File: src/rtl/fwd_hazard_ctrl_pkg.sv
// Shared types for the EX-stage forwarding / hazard controller.
// Optional perf counters are enabled with FWD_HAZARD_PERF_EN.
package hazard_pkg;

  localparam int NUM_REGS = 32;
  localparam int REG_AW   = $clog2(NUM_REGS);

  typedef enum logic [1:0] {
    FWD_REG    = 2'b00,
    FWD_EX_MEM = 2'b10,
    FWD_MEM_WB = 2'b01
  } fwd_sel_t;

  typedef struct packed {
    logic              valid;
    logic [REG_AW-1:0] rd;
    logic              reg_write;
    logic              is_load;
  } stage_tag_t;

  typedef enum logic [1:0] {
    RUN,
    LU_BUBBLE,
    BUSY
  } ctrl_state_t;

  typedef struct packed {
    ctrl_state_t state;
    stage_tag_t  idex;
    stage_tag_t  exmem;
    stage_tag_t  memwb;
  } dbg_t;

  localparam stage_tag_t TAG_NONE = '0;

  // x0 is hardwired zero, so a write to it never produces a forwardable value.
  function automatic logic tag_eligible(stage_tag_t t);
    return t.valid && t.reg_write && (t.rd != '0);
  endfunction

endpackage

File: src/rtl/fwd_hazard_ctrl_if.sv
// Decode/EX status in, forward selects and stall/flush controls out.
// Perf counter signals exist only when FWD_HAZARD_PERF_EN is defined.
interface fwd_hazard_ctrl_if;
  import hazard_pkg::*;

  // id_valid qualifies every id_* field in the same cycle; there is no ready.
  // Back-pressure is stall_if_id: while high the decode slot is re-presented.
  logic              id_valid;
  logic [REG_AW-1:0] id_rs1;
  logic [REG_AW-1:0] id_rs2;
  logic              id_use_rs1;
  logic              id_use_rs2;
  logic [REG_AW-1:0] id_rd;
  logic              id_reg_write;
  logic              id_mem_read;
  logic              ex_branch_taken;
  logic              ex_busy;

  logic [1:0]        forward_A;
  logic [1:0]        forward_B;
  logic              stall_pc;
  logic              stall_if_id;
  logic              flush_if_id;
  logic              flush_id_ex;
  logic              load_use_stall;
  dbg_t              dbg;

`ifdef FWD_HAZARD_PERF_EN
  logic [31:0]       perf_lu_stalls;
  logic [31:0]       perf_flushes;

  modport master (
    output id_valid, id_rs1, id_rs2, id_use_rs1, id_use_rs2, id_rd,
           id_reg_write, id_mem_read, ex_branch_taken, ex_busy,
    input  forward_A, forward_B, stall_pc, stall_if_id, flush_if_id,
           flush_id_ex, load_use_stall, dbg, perf_lu_stalls, perf_flushes
  );
  modport slave (
    input  id_valid, id_rs1, id_rs2, id_use_rs1, id_use_rs2, id_rd,
           id_reg_write, id_mem_read, ex_branch_taken, ex_busy,
    output forward_A, forward_B, stall_pc, stall_if_id, flush_if_id,
           flush_id_ex, load_use_stall, dbg, perf_lu_stalls, perf_flushes
  );
`else
  modport master (
    output id_valid, id_rs1, id_rs2, id_use_rs1, id_use_rs2, id_rd,
           id_reg_write, id_mem_read, ex_branch_taken, ex_busy,
    input  forward_A, forward_B, stall_pc, stall_if_id, flush_if_id,
           flush_id_ex, load_use_stall, dbg
  );
  modport slave (
    input  id_valid, id_rs1, id_rs2, id_use_rs1, id_use_rs2, id_rd,
           id_reg_write, id_mem_read, ex_branch_taken, ex_busy,
    output forward_A, forward_B, stall_pc, stall_if_id, flush_if_id,
           flush_id_ex, load_use_stall, dbg
  );
`endif

endinterface

File: src/rtl/fwd_hazard_ctrl_fwd_sel_gen.sv
// Per-operand forward select: compares one decode source against the two
// newest shadow tags; the newer (ID/EX) tag wins.
module fwd_sel_gen
  import hazard_pkg::*;
(
  input  logic [REG_AW-1:0] rs_i,
  input  logic              use_i,
  input  stage_tag_t        idex_i,
  input  stage_tag_t        exmem_i,
  output fwd_sel_t          sel_o
);

  logic unused_load;
  assign unused_load = idex_i.is_load ^ exmem_i.is_load;

  always_comb begin
    sel_o = FWD_REG;
    if (use_i && tag_eligible(idex_i) && (rs_i == idex_i.rd)) begin
      sel_o = FWD_EX_MEM;
    end else if (use_i && tag_eligible(exmem_i) && (rs_i == exmem_i.rd)) begin
      sel_o = FWD_MEM_WB;
    end
  end

endmodule

File: src/rtl/fwd_hazard_ctrl.sv
// Forwarding-select, load-use, branch-flush and busy-freeze control for the
// 5-stage core. Optional perf counters behind FWD_HAZARD_PERF_EN.
module fwd_hazard_ctrl
  import hazard_pkg::*;
(
  input  logic              clk,
  input  logic              reset,
  fwd_hazard_ctrl_if.slave  bus
);

  stage_tag_t  idex_q, idex_d, exmem_q, exmem_d, memwb_q, memwb_d;
  fwd_sel_t    fwd_a_q, fwd_a_d, fwd_b_q, fwd_b_d;
  fwd_sel_t    sel_a, sel_b;
  ctrl_state_t state_q, state_d;
  stage_tag_t  decode_tag;
  logic        busy, branch, lu_hit, lu;

  fwd_sel_gen u_sel_a (
    .rs_i    (bus.id_rs1),
    .use_i   (bus.id_valid && bus.id_use_rs1),
    .idex_i  (idex_q),
    .exmem_i (exmem_q),
    .sel_o   (sel_a)
  );

  fwd_sel_gen u_sel_b (
    .rs_i    (bus.id_rs2),
    .use_i   (bus.id_valid && bus.id_use_rs2),
    .idex_i  (idex_q),
    .exmem_i (exmem_q),
    .sel_o   (sel_b)
  );

  assign busy   = bus.ex_busy;
  assign branch = bus.ex_branch_taken && !busy;
  assign lu_hit = bus.id_valid && idex_q.valid && idex_q.is_load && (idex_q.rd != '0) &&
                  ((bus.id_use_rs1 && (bus.id_rs1 == idex_q.rd)) ||
                   (bus.id_use_rs2 && (bus.id_rs2 == idex_q.rd)));
  // A taken branch kills the dependent instruction, so it overrides load-use.
  assign lu     = lu_hit && !busy && !branch;

  always_comb begin
    decode_tag = TAG_NONE;
    if (bus.id_valid) begin
      decode_tag = '{valid: 1'b1, rd: bus.id_rd,
                     reg_write: bus.id_reg_write, is_load: bus.id_mem_read};
    end
  end

  always_comb begin
    idex_d  = idex_q;
    exmem_d = exmem_q;
    memwb_d = memwb_q;
    fwd_a_d = fwd_a_q;
    fwd_b_d = fwd_b_q;
    if (!busy) begin
      memwb_d = exmem_q;
      exmem_d = idex_q;
      if (branch || lu) begin
        idex_d  = TAG_NONE;
        fwd_a_d = FWD_REG;
        fwd_b_d = FWD_REG;
      end else begin
        idex_d  = decode_tag;
        fwd_a_d = sel_a;
        fwd_b_d = sel_b;
      end
    end
  end

  always_comb begin
    state_d = state_q;
    case (state_q)
      RUN:       if (lu) state_d = LU_BUBBLE;
      LU_BUBBLE: state_d = RUN;
      BUSY:      state_d = RUN;
      default:   state_d = RUN;
    endcase
    if (busy) state_d = BUSY;
  end

  always_ff @(posedge clk or posedge reset) begin
    if (reset) begin
      idex_q  <= TAG_NONE;
      exmem_q <= TAG_NONE;
      memwb_q <= TAG_NONE;
      fwd_a_q <= FWD_REG;
      fwd_b_q <= FWD_REG;
      state_q <= RUN;
    end else begin
      idex_q  <= idex_d;
      exmem_q <= exmem_d;
      memwb_q <= memwb_d;
      fwd_a_q <= fwd_a_d;
      fwd_b_q <= fwd_b_d;
      state_q <= state_d;
    end
  end

  // Controls are combinational, so gate them with reset to drop them at once.
  assign bus.forward_A      = fwd_a_q;
  assign bus.forward_B      = fwd_b_q;
  assign bus.stall_pc       = !reset && (busy || lu);
  assign bus.stall_if_id    = !reset && (busy || lu);
  assign bus.flush_if_id    = !reset && branch;
  assign bus.flush_id_ex    = !reset && (branch || lu);
  assign bus.load_use_stall = !reset && lu;
  assign bus.dbg            = '{state: state_q, idex: idex_q, exmem: exmem_q, memwb: memwb_q};

`ifdef FWD_HAZARD_PERF_EN
  logic [31:0] lu_cnt_q, lu_cnt_d, flush_cnt_q, flush_cnt_d;

  always_comb begin
    lu_cnt_d    = lu_cnt_q;
    flush_cnt_d = flush_cnt_q;
    if (lu)     lu_cnt_d    = lu_cnt_q + 32'd1;
    if (branch) flush_cnt_d = flush_cnt_q + 32'd1;
  end

  always_ff @(posedge clk or posedge reset) begin
    if (reset) begin
      lu_cnt_q    <= '0;
      flush_cnt_q <= '0;
    end else begin
      lu_cnt_q    <= lu_cnt_d;
      flush_cnt_q <= flush_cnt_d;
    end
  end

  assign bus.perf_lu_stalls = lu_cnt_q;
  assign bus.perf_flushes   = flush_cnt_q;
`else
`endif

endmodule
File: src/flat_wrapper.sv
// flat-port wrapper written by rule: the top's interface ports become plain ports
module fwd_hazard_ctrl_flat import hazard_pkg::*;
  (clk, reset, bus_id_valid, bus_id_rs1, bus_id_rs2, bus_id_use_rs1, bus_id_use_rs2, bus_id_rd, bus_id_reg_write, bus_id_mem_read, bus_ex_branch_taken, bus_ex_busy, bus_forward_A, bus_forward_B, bus_stall_pc, bus_stall_if_id, bus_flush_if_id, bus_flush_id_ex, bus_load_use_stall, bus_dbg);
  fwd_hazard_ctrl_if bus_i ();
  input  logic clk;
  input  logic reset;
  input wire logic [$bits(bus_i.id_valid)-1:0] bus_id_valid;
  input wire logic [$bits(bus_i.id_rs1)-1:0] bus_id_rs1;
  input wire logic [$bits(bus_i.id_rs2)-1:0] bus_id_rs2;
  input wire logic [$bits(bus_i.id_use_rs1)-1:0] bus_id_use_rs1;
  input wire logic [$bits(bus_i.id_use_rs2)-1:0] bus_id_use_rs2;
  input wire logic [$bits(bus_i.id_rd)-1:0] bus_id_rd;
  input wire logic [$bits(bus_i.id_reg_write)-1:0] bus_id_reg_write;
  input wire logic [$bits(bus_i.id_mem_read)-1:0] bus_id_mem_read;
  input wire logic [$bits(bus_i.ex_branch_taken)-1:0] bus_ex_branch_taken;
  input wire logic [$bits(bus_i.ex_busy)-1:0] bus_ex_busy;
  output wire logic [$bits(bus_i.forward_A)-1:0] bus_forward_A;
  output wire logic [$bits(bus_i.forward_B)-1:0] bus_forward_B;
  output wire logic [$bits(bus_i.stall_pc)-1:0] bus_stall_pc;
  output wire logic [$bits(bus_i.stall_if_id)-1:0] bus_stall_if_id;
  output wire logic [$bits(bus_i.flush_if_id)-1:0] bus_flush_if_id;
  output wire logic [$bits(bus_i.flush_id_ex)-1:0] bus_flush_id_ex;
  output wire logic [$bits(bus_i.load_use_stall)-1:0] bus_load_use_stall;
  output wire logic [$bits(bus_i.dbg)-1:0] bus_dbg;
  assign bus_i.id_valid = bus_id_valid;
  assign bus_i.id_rs1 = bus_id_rs1;
  assign bus_i.id_rs2 = bus_id_rs2;
  assign bus_i.id_use_rs1 = bus_id_use_rs1;
  assign bus_i.id_use_rs2 = bus_id_use_rs2;
  assign bus_i.id_rd = bus_id_rd;
  assign bus_i.id_reg_write = bus_id_reg_write;
  assign bus_i.id_mem_read = bus_id_mem_read;
  assign bus_i.ex_branch_taken = bus_ex_branch_taken;
  assign bus_i.ex_busy = bus_ex_busy;
  assign bus_forward_A = bus_i.forward_A;
  assign bus_forward_B = bus_i.forward_B;
  assign bus_stall_pc = bus_i.stall_pc;
  assign bus_stall_if_id = bus_i.stall_if_id;
  assign bus_flush_if_id = bus_i.flush_if_id;
  assign bus_flush_id_ex = bus_i.flush_id_ex;
  assign bus_load_use_stall = bus_i.load_use_stall;
  assign bus_dbg = bus_i.dbg;
  fwd_hazard_ctrl u_core (.clk(clk), .reset(reset), .bus(bus_i));
endmodule
File: config.mk
export PLATFORM = sky130hd
export DESIGN_NAME = fwd_hazard_ctrl_flat
export DESIGN_NICKNAME = d
export VERILOG_FILES = /design/src/rtl/fwd_hazard_ctrl_pkg.sv /design/src/rtl/fwd_hazard_ctrl_if.sv /design/src/rtl/fwd_hazard_ctrl_fwd_sel_gen.sv /design/src/rtl/fwd_hazard_ctrl.sv /design/src/flat_wrapper.sv
export SDC_FILE = /design/constraint.sdc
export NUM_CORES = 1
export LEC_CHECK = 0
export CORE_ASPECT_RATIO = 1.5
export CORE_UTILIZATION = 37
export DETAILED_ROUTE_END_ITERATION = 12
export HOLD_SLACK_MARGIN = 0.06
export PLACE_DENSITY = 0.82
export SYNTH_ARGS = -nofsm -noshare
export SYNTH_HDL_FRONTEND = slang
export SYNTH_SLANG_ARGS = --single-unit
File: constraint.sdc
create_clock -name clk -period 4.2 [get_ports clk]
set_input_delay 0.63 -clock clk [delete_from_list [all_inputs] [get_ports clk]]
set_output_delay 0.63 -clock clk [all_outputs]
set_load 0.02 [all_outputs]
======== Yosys cells after proc, flatten, opt, wreduce, memory -nomap -nowiden ========
Cells that the tools add are included.
word-level totals
  register bits after elaboration ......... 30
  logic and storage cells ................. 67
cells by class
  equality and inequality tests ........... 5
  multiplexer cells ....................... 11
  reductions and logical operators ........ 36
operator list
  operator                                                count
  logical AND 1 bit                                       27
  == test 5 bit                                           4
  two-way mux 8 bit                                       2
  two-way mux 2 bit                                       7
  nonzero test 5 bit                                      2
  logical NOT 1 bit                                       3
  logical OR 1 bit                                        3
  inequality test 3 x 2 -> 1 bit (second input constant)  1
  logical NOT 2 bit                                       1
  two-way mux 1 bit                                       2

======== Longest topological paths before layout ========
  word-level depth ........................ 9
  depth in mapped cells ................... 7
  gate-level depth less buffers ........... 5

======== Modules after synthesis ========
Synthesis repeated with hierarchy kept, for this count alone.
unflattened totals
  cell total of the unflattened synthesis .. 170
  area, all modules ....................... 1886.8 µm²
modules (own cells, without submodules)
  module           instances  cells each  area an instance (µm²)  seq. area each (µm²)
  fwd_hazard_ctrl  1          124         1551.5                  750.7
  fwd_sel_gen      2          23          167.7                   0.0

======== Worst setup path after synthesis ========
Ideal clock, no wire load.
  path kind ............................... input to output
  start ................................... in bus_id_rs2[0]
  end ..................................... out bus_stall_pc
  arrival time ............................ 2.568 ns
  required time ........................... 3.570 ns
  setup slack ............................. 1.002 ns
  stages .................................. 7
  path buffers ............................ 2
  cells stage by stage .................... xor2_1 nor4_1 nand3_1 a211o_2 buf_6 o31ai_1 buf_4
on the way
  word-level cells in the longest chain between the ends .. 8
RTL lines
  element                         RTL line               source
  start, declared                 flat_wrapper.sv:9      input wire logic [$bits(bus_i.id_rs2)-1:0] bus_id_rs2;
  == test 5 bit                   fwd_hazard_ctrl.sv:38  (bus.id_use_rs2 && (bus.id_rs2 == idex_q.rd)));
  logical AND 1 bit               fwd_hazard_ctrl.sv:38
  logical OR 1 bit                fwd_hazard_ctrl.sv:37  ((bus.id_use_rs1 && (bus.id_rs1 == idex_q.rd)) ||
  logical AND 1 bit               fwd_hazard_ctrl.sv:36  assign lu_hit = bus.id_valid && idex_q.valid && idex_q.is_load && (idex_q.rd != '0) &&
  logical AND 1 bit (2 in a row)  fwd_hazard_ctrl.sv:40  assign lu = lu_hit && !busy && !branch;
  logical OR 1 bit                n/a
  logical AND 1 bit               n/a
  end, declared                   flat_wrapper.sv:19     output wire logic [$bits(bus_i.stall_pc)-1:0] bus_stall_pc;
Every way passes these cells.

======== Worst setup path after layout ========
  start ................................... in bus_id_rs2[0]
  end ..................................... out bus_stall_if_id
on the way
  word-level cells in the longest chain between the ends .. 8
RTL lines
  element                         RTL line                source
  == test 5 bit                   fwd_hazard_ctrl.sv:38
  logical AND 1 bit               fwd_hazard_ctrl.sv:38
  logical OR 1 bit                fwd_hazard_ctrl.sv:37
  logical AND 1 bit               fwd_hazard_ctrl.sv:36
  logical AND 1 bit (2 in a row)  fwd_hazard_ctrl.sv:40
  logical OR 1 bit                fwd_hazard_ctrl.sv:104  assign bus.stall_if_id = !reset && (busy || lu);
  logical AND 1 bit               fwd_hazard_ctrl.sv:104
  end, declared                   flat_wrapper.sv:20      output wire logic [$bits(bus_i.stall_if_id)-1:0] bus_stall_if_id;
Every way passes these cells.

==> run_results.csv <==
group,metric,value,unit
global_routing,grt.overflow.total,0,
pwr,p_switching,0.188,mW
timing,setup_ws,0.388,ns
pwr,clkPwrFrac,0.302,
worst_setup_path,start_kind,"primary input",
drt,drtIter0Drc,31,
drt,drtPass1Iterations,4,
timing,slew_headroom,0.596,
pwr,total_leakage_power,0.936,nW
synth,synth_area,0.00144,mm2
clock_network,cts_tree,"done",
drt,ant_nets,0,
final_layout,final_area,0.00213,mm2
die,fp.dieH,78.5,um
die,start_util,0.388,
clock_network,cts_buffers,5,
synth,synthTopCellsByCount,"30 x dfrtp_1, 16 x xor2_1, 15 x mux2_2",
final_layout,layout.cells.non_filler,220,
drt,drcViolationCount,0,
pwr,cellPowerDensity,325,mW/mm2
drt,via_per_inst,5.34,
timing,finalCriticalPeriod,3.81,ns
synth,syn_inst,117,
global_routing,grt_use_total,0.186,
pwr,power,0.693,mW
synth,synth.distinct_cells,27,
synth,synthesis.nets,141,
worst_setup_path,endpoint_kind,"primary output",
final_layout,drive_above_1_share,0.141,
worst_setup_path,critPathArrivalTime,3.18,ns
clock_network,post_cts_resized,0,
drt,dr_total_vias,1174,
timing,fmax,262,MHz
timing,holdWs,0.454,ns
synth,ys_seq_elements,30,
die,die_w,53.0,um
timing,timing.final.hold_violations,0,
pwr,pwr-share-seq,0.476,
pwr,p_int,0.505,mW
die,dieArea,0.00416,mm2
timing,tightestPinTransition,0.604,ns
clock_network,h-tree-depth,2,
die,pin_count,59,
synth,yosys.area.top_type,"dfrtp_1",
pwr,power_frac_comb,0.222,
flow_run,drv_cap,0,
timing,tns,0,ns
clock_network,clock-sinks,30,
timing,rsz0062_at_grt,"false",
clock_network,path_clk_slew,0.06,ns
global_routing,antenna_found_initial,0,
final_layout,final_util,0.573,
synth,synth.most_common_cell,"dfrtp_1",
final_layout,fin_nets,201,
run_status,outcome,"finished clean",
synth,synthFlopType,"dfrtp_1",
global_routing,grt_max_degree,35,
final_layout,nFillCells,331,
final_layout,antennaDiodeCount,0,
min_path,hp-class,"reg -> reg",
place,place.gp.congestion,0.860,
final_layout,area_growth,47.7,%
die,core,0.00372,mm2
timing,post-route-period-util,0.908,
pwr,p_sw_frac,0.271,
global_routing,grt_pass1_wl,5550,um
synth,synth_edf_count,0,
clock_network,clockBufferDepth,2,
synth,yosysWarnings,0,
timing,fin_skew,0.00127,ns
drt,wirelength,3570,um
synth,synth_top_cell_area_share,0.520,
clock_network,cts_root_buf,"clkbuf_8",
timing,drv_slew,0,
worst_setup_path,critical_path.max_fanout,14,
clock_network,clock_latency,0.28,ns
place,io_buffers,58,
timing,setup_viol,0,
place,dp_cells,213,
clock_network,cts_hold_buf,0,
drt,wl_per_cell,16.2,um
die,std_cell_rows,27,
place,detailed_place_hpwl,2650,um
synth,seq_area_frac_synth,0.520,
place,placed_area,0.00205,mm2
synth,avgSynthCellArea,12.3,um2
worst_setup_path,cp.required,3.57,ns
worst_setup_path,critical_path_class,"in -> out",
pwr,ir_worst_vdd,0.255,mV
synth,synthArstFlopShare,1.00,
synth,synthTopCellsByArea,"dfrtp_1 52%, mux2_2 12%, xor2_1 9.7%",
global_routing,grt_pass1_vias,1178,
place,dp_slack,0.377,ns
clock_network,cts_setup_buffers,0,
[power groups by stage]
stage               combinational, mW  clock (mW)  sequential (mW)
finish                          0.154       0.209            0.330
global route                    0.164       0.228            0.332
CTS                             0.155       0.214            0.330
detailed placement              0.154           0            0.335
global placement                0.152           0            0.334
floorplan                      0.0533           0            0.353
[per-layer routing]
metal  routed length, um  vias to the layer above  global-route usage
met4                  44                        0              0.0632
met2                1900                       50               0.304
met3                 227                        5              0.0504
met1                1400                      573               0.230
li1                    -                      546                   -
met5                   0                        -                   0
[placed cells by master, fill, tap and decap left out]
cell type,synthesis,routed
dfrtp_1,30,30
or3_1,1,1
o21a_1,1,1
nor4_1,5,5
o2111ai_1,1,1
nand2b_1,2,2
nor3_1,2,2
nor2_1,2,2
xor2_1,16,16
nand4_1,1,1
mux2_2,15,15
a211o_2,1,1
a22o_2,1,1
and3_1,1,1
nand3_1,3,3
o2111a_1,1,1
a21oi_1,1,1
o31ai_1,3,3
nor3b_2,1,1
clkbuf_8,0,5
clkbuf_1,5,2
xnor2_1,4,4
nand2_1,6,6
buf_4,1,2
or4_1,1,1
a32o_1,9,9
inv_1,2,2
clkdlybuf4s50_1,0,58
[flip-flops by register name (all words and copies together) (netlist names)]
signal                cells
u_core.bus.dbg           24
u_core.bus.forward_A      2
u_core.bus.forward_B      2
u_core.state_q            2
[final timing paths]
check                                    from                 end  cells past startpoint  slack [ns]
setup / recovery                bus_id_rs2[0]     bus_stall_if_id                      7        0.39
hold / removal              u_core.state_q[1]   u_core.state_q[0]                      1        0.45
setup reg to reg           u_core.bus.dbg[21]  u_core.bus.dbg[17]                      5        2.20
hold reg to reg             u_core.state_q[1]   u_core.state_q[0]                      1        0.45
max in group asynchronous               reset   u_core.bus.dbg[2]                      3        3.04
min in group asynchronous               reset   u_core.state_q[0]                      3        0.88
[logic make-up after synthesis]
| kind of cell | count (synthesis) | share of synthesized area |
|---|---|---|
| xor gates and xnor gates | 20 | 0.121 |
| muxes | 15 | 0.117 |
| AOI/OAI and AO/OA | 18 | 0.114 |
| DFF | 30 | 0.520 |
| buffers and inverters | 9 | 0.0312 |
| and+or+nand+nor | 25 | 0.0954 |
[worst max-delay path: stages]
cell	delay (ns)
clkdlybuf4s50_1	0.45
xor2_1	0.18
nor4_1	0.30
nand3_1	0.17
a211o_2	0.48
o31ai_1	0.30
clkdlybuf4s50_1	0.66
[area by class of cell]
cell class                 count  area, um2  area share
timing repair buffer          60        596       0.280
multi-input combinational     78        647       0.304
tap                           43       53.8      0.0252
inverter                       2       7.51     0.00352
sequential                    30        751       0.352
clock buffer                   7       76.3      0.0358
No activity file was read; power rests on OpenSTA's default activity.
